**src/rtl/ram_port_arbiter.sv**
```systemverilog
// Round-robin arbiter sharing one fixed-latency RAM read port between NREQ requesters.
// Define ARB_STATS_EN to add a saturating 16-bit grant counter output (grant_cnt).
module ram_port_arbiter #(
  parameter int unsigned NREQ    = 6,
  parameter int unsigned AW      = 8,
  parameter int unsigned DW      = 32,
  parameter int unsigned RAM_LAT = 2
) (
  input  logic                       clk,
  input  logic                       rst,
  input  logic [NREQ-1:0]            req,
  input  logic [NREQ*AW-1:0]         req_addr,
  output logic [NREQ-1:0]            gnt,
  output logic                       ram_en,
  output logic [AW-1:0]              ram_addr,
  input  logic [DW-1:0]              ram_rdata,
  output logic                       rsp_valid,
  output logic [$clog2(NREQ)-1:0]    rsp_id,
  output logic [DW-1:0]              rsp_data
`ifdef ARB_STATS_EN
  ,
  output logic [15:0]                grant_cnt
`endif
);

  localparam int unsigned IW = $clog2(NREQ);
  localparam int unsigned CW = (RAM_LAT > 1) ? $clog2(RAM_LAT) : 1;

  typedef enum logic [1:0] {StIdle, StIssue, StWait, StResp} state_e;

  state_e          state_q;
  logic [IW-1:0]   ptr_q;
  logic [IW-1:0]   sel_id_q;
  logic [CW-1:0]   wait_cnt_q;
  logic [IW-1:0]   ptr_next;

  logic [AW-1:0]   addr_arr [NREQ];
  logic            arb_valid;
  logic [IW-1:0]   arb_id;
  logic [AW-1:0]   arb_addr;
  logic [NREQ-1:0] arb_onehot;
  logic [31:0]     idx_full;
  logic [IW-1:0]   idx;

  for (genvar i = 0; i < NREQ; i++) begin : g_addr
    assign addr_arr[i] = req_addr[i*AW +: AW];
  end

  // First set request at or after ptr_q, wrapping NREQ-1 -> 0.
  always_comb begin
    arb_valid  = 1'b0;
    arb_id     = '0;
    arb_addr   = '0;
    arb_onehot = '0;
    idx_full   = '0;
    idx        = '0;
    for (int unsigned k = 0; k < NREQ; k++) begin
      idx_full = ({{(32-IW){1'b0}}, ptr_q} + k) % NREQ;
      idx      = idx_full[IW-1:0];
      if (!arb_valid && req[idx]) begin
        arb_valid       = 1'b1;
        arb_id          = idx;
        arb_addr        = addr_arr[idx];
        arb_onehot[idx] = 1'b1;
      end
    end
  end

  assign ptr_next = (sel_id_q == IW'(NREQ - 1)) ? '0 : sel_id_q + IW'(1);

  always_ff @(posedge clk or posedge rst) begin
    if (rst) begin
      state_q    <= StIdle;
      ptr_q      <= '0;
      sel_id_q   <= '0;
      wait_cnt_q <= '0;
      gnt        <= '0;
      ram_en     <= 1'b0;
      ram_addr   <= '0;
      rsp_valid  <= 1'b0;
      rsp_id     <= '0;
      rsp_data   <= '0;
    end else begin
      gnt       <= '0;
      ram_en    <= 1'b0;
      rsp_valid <= 1'b0;
      unique case (state_q)
        StIdle, StResp: begin
          if (arb_valid) begin
            sel_id_q <= arb_id;
            ram_addr <= arb_addr;
            gnt      <= arb_onehot;
            ram_en   <= 1'b1;
            state_q  <= StIssue;
          end else begin
            state_q <= StIdle;
          end
        end
        StIssue: begin
          ptr_q      <= ptr_next;
          wait_cnt_q <= CW'(RAM_LAT - 1);
          state_q    <= StWait;
        end
        StWait: begin
          // Counter reaches zero on the cycle the RAM word is valid.
          if (wait_cnt_q == '0) begin
            rsp_data  <= ram_rdata;
            rsp_id    <= sel_id_q;
            rsp_valid <= 1'b1;
            state_q   <= StResp;
          end else begin
            wait_cnt_q <= wait_cnt_q - CW'(1);
          end
        end
        default: state_q <= StIdle;
      endcase
    end
  end

`ifdef ARB_STATS_EN
  always_ff @(posedge clk or posedge rst) begin
    if (rst) begin
      grant_cnt <= '0;
    end else if (state_q == StIssue && grant_cnt != 16'hFFFF) begin
      grant_cnt <= grant_cnt + 16'd1;
    end
  end
`endif

endmodule

```
**config.mk**
```make
export PLATFORM = sky130hd
export DESIGN_NAME = ram_port_arbiter
export DESIGN_NICKNAME = d
export VERILOG_FILES = /design/src/rtl/ram_port_arbiter.sv
export SDC_FILE = /design/constraint.sdc
export NUM_CORES = 1
export LEC_CHECK = 0
export CAP_MARGIN = 10
export CORE_MARGIN = 2
export CORE_UTILIZATION = 40
export CTS_CLUSTER_DIAMETER = 120
export CTS_CLUSTER_SIZE = 25
export DETAILED_ROUTE_END_ITERATION = 8
export PLACE_DENSITY = 0.68
export SYNTH_ARGS = -nofsm -noshare
export SYNTH_HDL_FRONTEND = slang
export SYNTH_SLANG_ARGS = --single-unit
```
**constraint.sdc**
```tcl
create_clock -name clk -period 5.9 [get_ports clk]
set_input_delay 0.59 -clock clk [delete_from_list [all_inputs] [get_ports clk]]
set_output_delay 0.59 -clock clk [all_outputs]
set_load 0.005 [all_outputs]
```
# Word level (Yosys, flattened, before mapping)
# Index checks and enable logic that the tools add are counted.
[word_totals]
elab_cells = 157
reg_bits = 60
inputBits = 88
[op_classes]
eq_ne = 5
muxes = 78
n_bitwise = 12
div = 6
n_reduce_logical = 21
order_cmp = 18
addsub = 7
[ops]
columns = ["op", "count"]
rows = [
  ["32-bit by 3-bit remainder unit with 32-bit output (second input constant)", 5],
  ["8-bit binary-select mux with 3-bit select", 6],
  ["8-bit two-way mux", 18],
  ["6-bit two-way mux", 8],
  ["3-bit by 3-bit remainder unit with 32-bit output (second input constant)", 1],
  ["6-bit bitwise OR", 5],
  ["4-bit >= comparator (second input constant)", 6],
  ["3-bit by 4-bit less-than comparator with 1-bit output (second input constant)", 6],
  ["1-bit two-way mux", 24],
  ["3-bit inverter with 4-bit output", 6],
  ["3-bit two-way mux", 7],
  ["1-bit binary-select mux with 3-bit select", 6],
  ["1-bit demux with 3-bit select", 6],
  ["3-bit by 1-bit >= comparator with 1-bit output (second input constant)", 6],
  ["1-bit logical AND", 11],
  ["3-bit by 2-bit adder with 4-bit output (second input constant)", 2],
  ["3-bit by 3-bit adder with 4-bit output (second input constant)", 2],
  ["2-bit case mux with 3 select lines", 1],
  ["1-bit logical NOT", 5],
  ["3-bit by 1-bit adder with 4-bit output (second input constant)", 1],
  ["2-bit == test (second input constant)", 2],
  ["2-bit AND reduction", 2],
  ["3-bit by 1-bit adder with 3-bit output (second input constant)", 1],
  ["3-bit == test (second input constant)", 1],
  ["9 further kinds", 9],
]

# Depth between registers and ports, before layout
[logic_depth]
word_depth = 21
depth_mapped = 19
mapped_depth_nobuf = 14

# Least setup slack after synthesis
# OpenSTA, ideal clock, no wires.
[synth_timing]
kind = "reg-to-reg"
from = "register ptr_q[0]"
to = "register gnt[0]"
synth_period_minus_slack_ps = 4754
setup_ps = 142
setup_slack_ps = 1146
n_path_buf = 5
t_arrival_ps = 4612
stages_incl_launch_ff = 20
path_cell_list = "dfrtp_1 -> buf_4 -> buf_4 -> clkbuf_1 -> clkbuf_1 -> clkinv_1 -> ha_1 -> xor2_1 -> inv_1 -> ha_1 -> nand2b_1 -> or3_4 -> a31oi_2 -> a221o_2 -> nand2_2 -> o31ai_4 -> inv_4 -> buf_6 -> o41ai_1 -> a21oi_1"
[synth_between]
elab_chain_len = 21
[synth_lines]
columns = ["item", "line", "rtl"]
rows = [
  ["from (decl)", "32", "logic [IW-1:0] ptr_q;"],
  ["from (signal assigned)", "100", "ptr_q <= ptr_next;"],
  ["branches (longest 19 deep; another with 32-bit by 3-bit remainder unit with 32-bit output)", "-", ""],
  ["6-bit two-way mux (*)", "89", "if (arb_valid) begin"],
  ["6-bit two-way mux (*)", "87", "unique case (state_q)"],
  ["to (signal assigned)", "92", "gnt <= arb_onehot;"],
  ["to (decl)", "13", "output logic [NREQ-1:0] gnt,"],
]
# Mark *: on every way between the ends. The select of a mux whose other input is x is not followed.
# A chain may end at the register's enable or synchronous reset.

# Worst setup path in the final report
[layout_timing]
from = "register ptr_q[0]"
to = "register gnt[5]"
# Same word-level chain as after synthesis.

==> results.ini <==
[critical_path]
worstPathMaxFanout=74
crit-reg2reg-launch=ptr_q[0]
cp.required_ns=6.12
reg2reg_slack_ns=1.30
path_cells=buf_4 > ha_1 > xor2_2 > inv_2 > ha_1 > or4b_1 > and3_4 > nor4_1 > nor3_1 > a21o_1 > nor3_4 > a21oi_1 > a211oi_1
worstSetupStartpoint=ptr_q[0]
cpMaxStageDelayCell=buf_4
critPathCapture=gnt[5]
slowest_delay_ns=0.72
cp.arrival_ns=4.82
r2r-end=gnt[5]
crit_type=reg -> reg
critical_path.startpoint_type=register
cpMostUsedCell=ha_1
cp-end-kind=register
reg2reg_depth=13

[yosys]
ys_seq_area_share_pct=28.15
yosys_register_bits=60
synth_most_common_cell=mux2_2
ys_top_cells_by_area=dfrtp_1 (28%), mux2_2 (13%), mux2i_1 (7.7%), a21oi_1 (3.8%), ha_1 (3.8%)
yosysTopAreaCellShare_pct=28.15
synth-main-ff-cell=dfrtp_1
synth-edff-count=0
synth.distinct_cells=80
synthArstFlopShare_pct=100.0
synth.net_count=698
syn_area_per_cell_um2=8.980
netlist_area_mm2=0.005334
netlist_instances=594
synth_common_cells=mux2_2 (62), dfrtp_1 (60), nor2_1 (51), mux2i_1 (41), a21oi_1 (40)
synth_top_area_cell=dfrtp_1
yosysWarnings=0

[floorplan]
dieWidth_um=119.5
io_pins=139
die_h_um=119.5
initial_core_util_pct=40.60
fp-row-count=42
dieArea_mm2=0.01427
coreArea_mm2=0.01314

[placed_design]
hpwl_mm=12.88
place_congestion=0.9868
port-buffer-count=138

[global_routing]
gr-total-overflow=0
grt_pass1_wl_mm=26.35
grt_max_degree=75
grt_antenna_before_repair=0
track_usage_pct=23.12
grt_pass1_vias=5042

[route]
drc=0
ant_nets=0
wl_per_cell_um=18.87
drt-pass1-iter-count=5
viasPerCell=5.984
totalWireLength_mm=16.89
drt_first_iter_violations=452
vias=5356

[clocking]
clk_latency_ns=0.32
cts_tree=built
postCtsSetupBuffers=0
numCtsBuffers=9
ctsHoldBuffers=0
ctsResizeCount=0
clockRootBuffer=clkbuf_16
cts_buffer_depth=2
clkTransAtPathRegs_ns=0.05
htree_levels=3
clock_sinks=60

[timing]
slew-limit-headroom_pct=22.75
finalCritPeriodShare_pct=78.03
fin_skew_ns=0.006192
setup_viol=0
slew_violations=0
rsz0062_at_grt=no
tightestPinTransition_ns=1.155
finalHoldViolCount=0
fmax_mhz=217.2
final.setup.tns_ns=0
min_period_ns=4.604

[outcome]
status=finished, final reports clean

[final_layout]
drive_gt1_share_pct=16.83
area_growth_pct=33.43
fillers=1175
diodes=0
nets=819

[min_path]
hp-start=ram_addr[4]
hold_class=reg -> reg

[flow_run]
drv_cap=0

-- state kept, by name, summed over array words and instances, names as in the netlist --
| signal | cells |
|---|---|
| state_q | 2 |
| gnt | 6 |
| ram_addr | 8 |
| rsp_valid | 1 |
| rsp_id | 3 |
| sel_id_q | 3 |
| ram_en | 1 |
| ptr_q | 3 |
| wait_cnt_q | 1 |
| rsp_data | 32 |
-- worst max-delay path, delay by kind of cell (launching register included) --
kind	cells	cell delay [ns]
compound gates	3	0.66
simple gates	5	1.64
buf+inv	2	0.81
xor+xnor	1	0.24
flops	1	0.36
fa+ha+maj	2	0.76
-- per-stage QoR --
| step | instances | hold WS, ns | utilization (%) | setup WS, ns | instance area, µm² |
|---|---|---|---|---|---|
| finish | 895 | 0.4987 | 54.17 | 1.297 | 7117 |
| global route | 895 | 0.5185 | 54.17 | 0.8255 | 7117 |
| CTS | 895 | 0.4974 | 54.17 | 1.276 | 7117 |
| detailed placement | 880 | 0.4867 | 52.00 | 1.301 | 6832 |
| global placement | 880 | 0.4848 | 52.00 | 1.533 | 6832 |
| floorplan | 594 | 0.4632 | - | 1.146 | 5334 |
-- cell usage in the layout, fill, tap and decap left out, types with 9 or more instances in the layout --
cell type and n:
o21ai_0 18, inv_1 22, nand2_1 37, a211oi_1 22, nor2_1 51, a31oi_1 21, ha_1 16, a21oi_1 40
mux2i_1 41, nand3_1 9, nor3_1 9, mux2_2 62, clkdlybuf4s50_1 138, o22ai_1 25, dfrtp_1 59, nand2b_1 10
clkbuf_16 9
-- how the worst min path moves through the flow --
| stage | to | slack (ns) | cells after the start |
|---|---|---|---|
| after floorplan | state_q[0] | 0.46 | 1 |
| after global placement | ram_addr[4] | 0.48 | 2 |
| after detailed placement | ram_addr[4] | 0.49 | 2 |
| after CTS | ram_addr[4] | 0.50 | 2 |
| after global routing | rsp_data[30] | 0.52 | 1 |
| final | ram_addr[4] | 0.50 | 2 |
-- kinds of logic (layout without fill, tap and decap cells) --
kind of cell	count (synthesis)	in the layout	synth area share (%)
AO/OA/AOI/OAI	193	193	25.43
multiplexers	106	106	21.89
adder cells (fa/ha/maj)	16	16	3.753
flip-flops	60	60	28.15
AND/OR/NAND/NOR	150	150	14.29
buffers and inverters	61	186	4.903
XOR/XNOR	8	8	1.595
-- per-layer routing --
| layer | track usage (%) | up-vias | part of all wire (%) |
|---|---|---|---|
| met3 | 5.172 | 47 | 9.6 |
| met2 | 35.68 | 328 | 44 |
| li1 | - | 2508 | - |
| met1 | 31.76 | 2473 | 44 |
| met5 | 0 | - | 0 |
| met4 | 8.309 | 0 | 2.5 |
-- layout make-up --
| class | instances | area [µm²] | share of cell area (%) |
|---|---|---|---|
| Timing Repair Buffer | 144 | 1426 | 20.04 |
| Sequential cell | 60 | 1503 | 21.11 |
| Clock inverter | 2 | 35.03 | 0.4923 |
| Inverter | 27 | 103.9 | 1.459 |
| Clock buffer | 13 | 250.2 | 3.516 |
| Tap cell | 176 | 220.2 | 3.094 |
| Multi-Input combinational cell | 473 | 3578 | 50.28 |
Power is not shown: default switching activity piles up to over one toggle a cycle in this logic, so the estimate is an artifact.
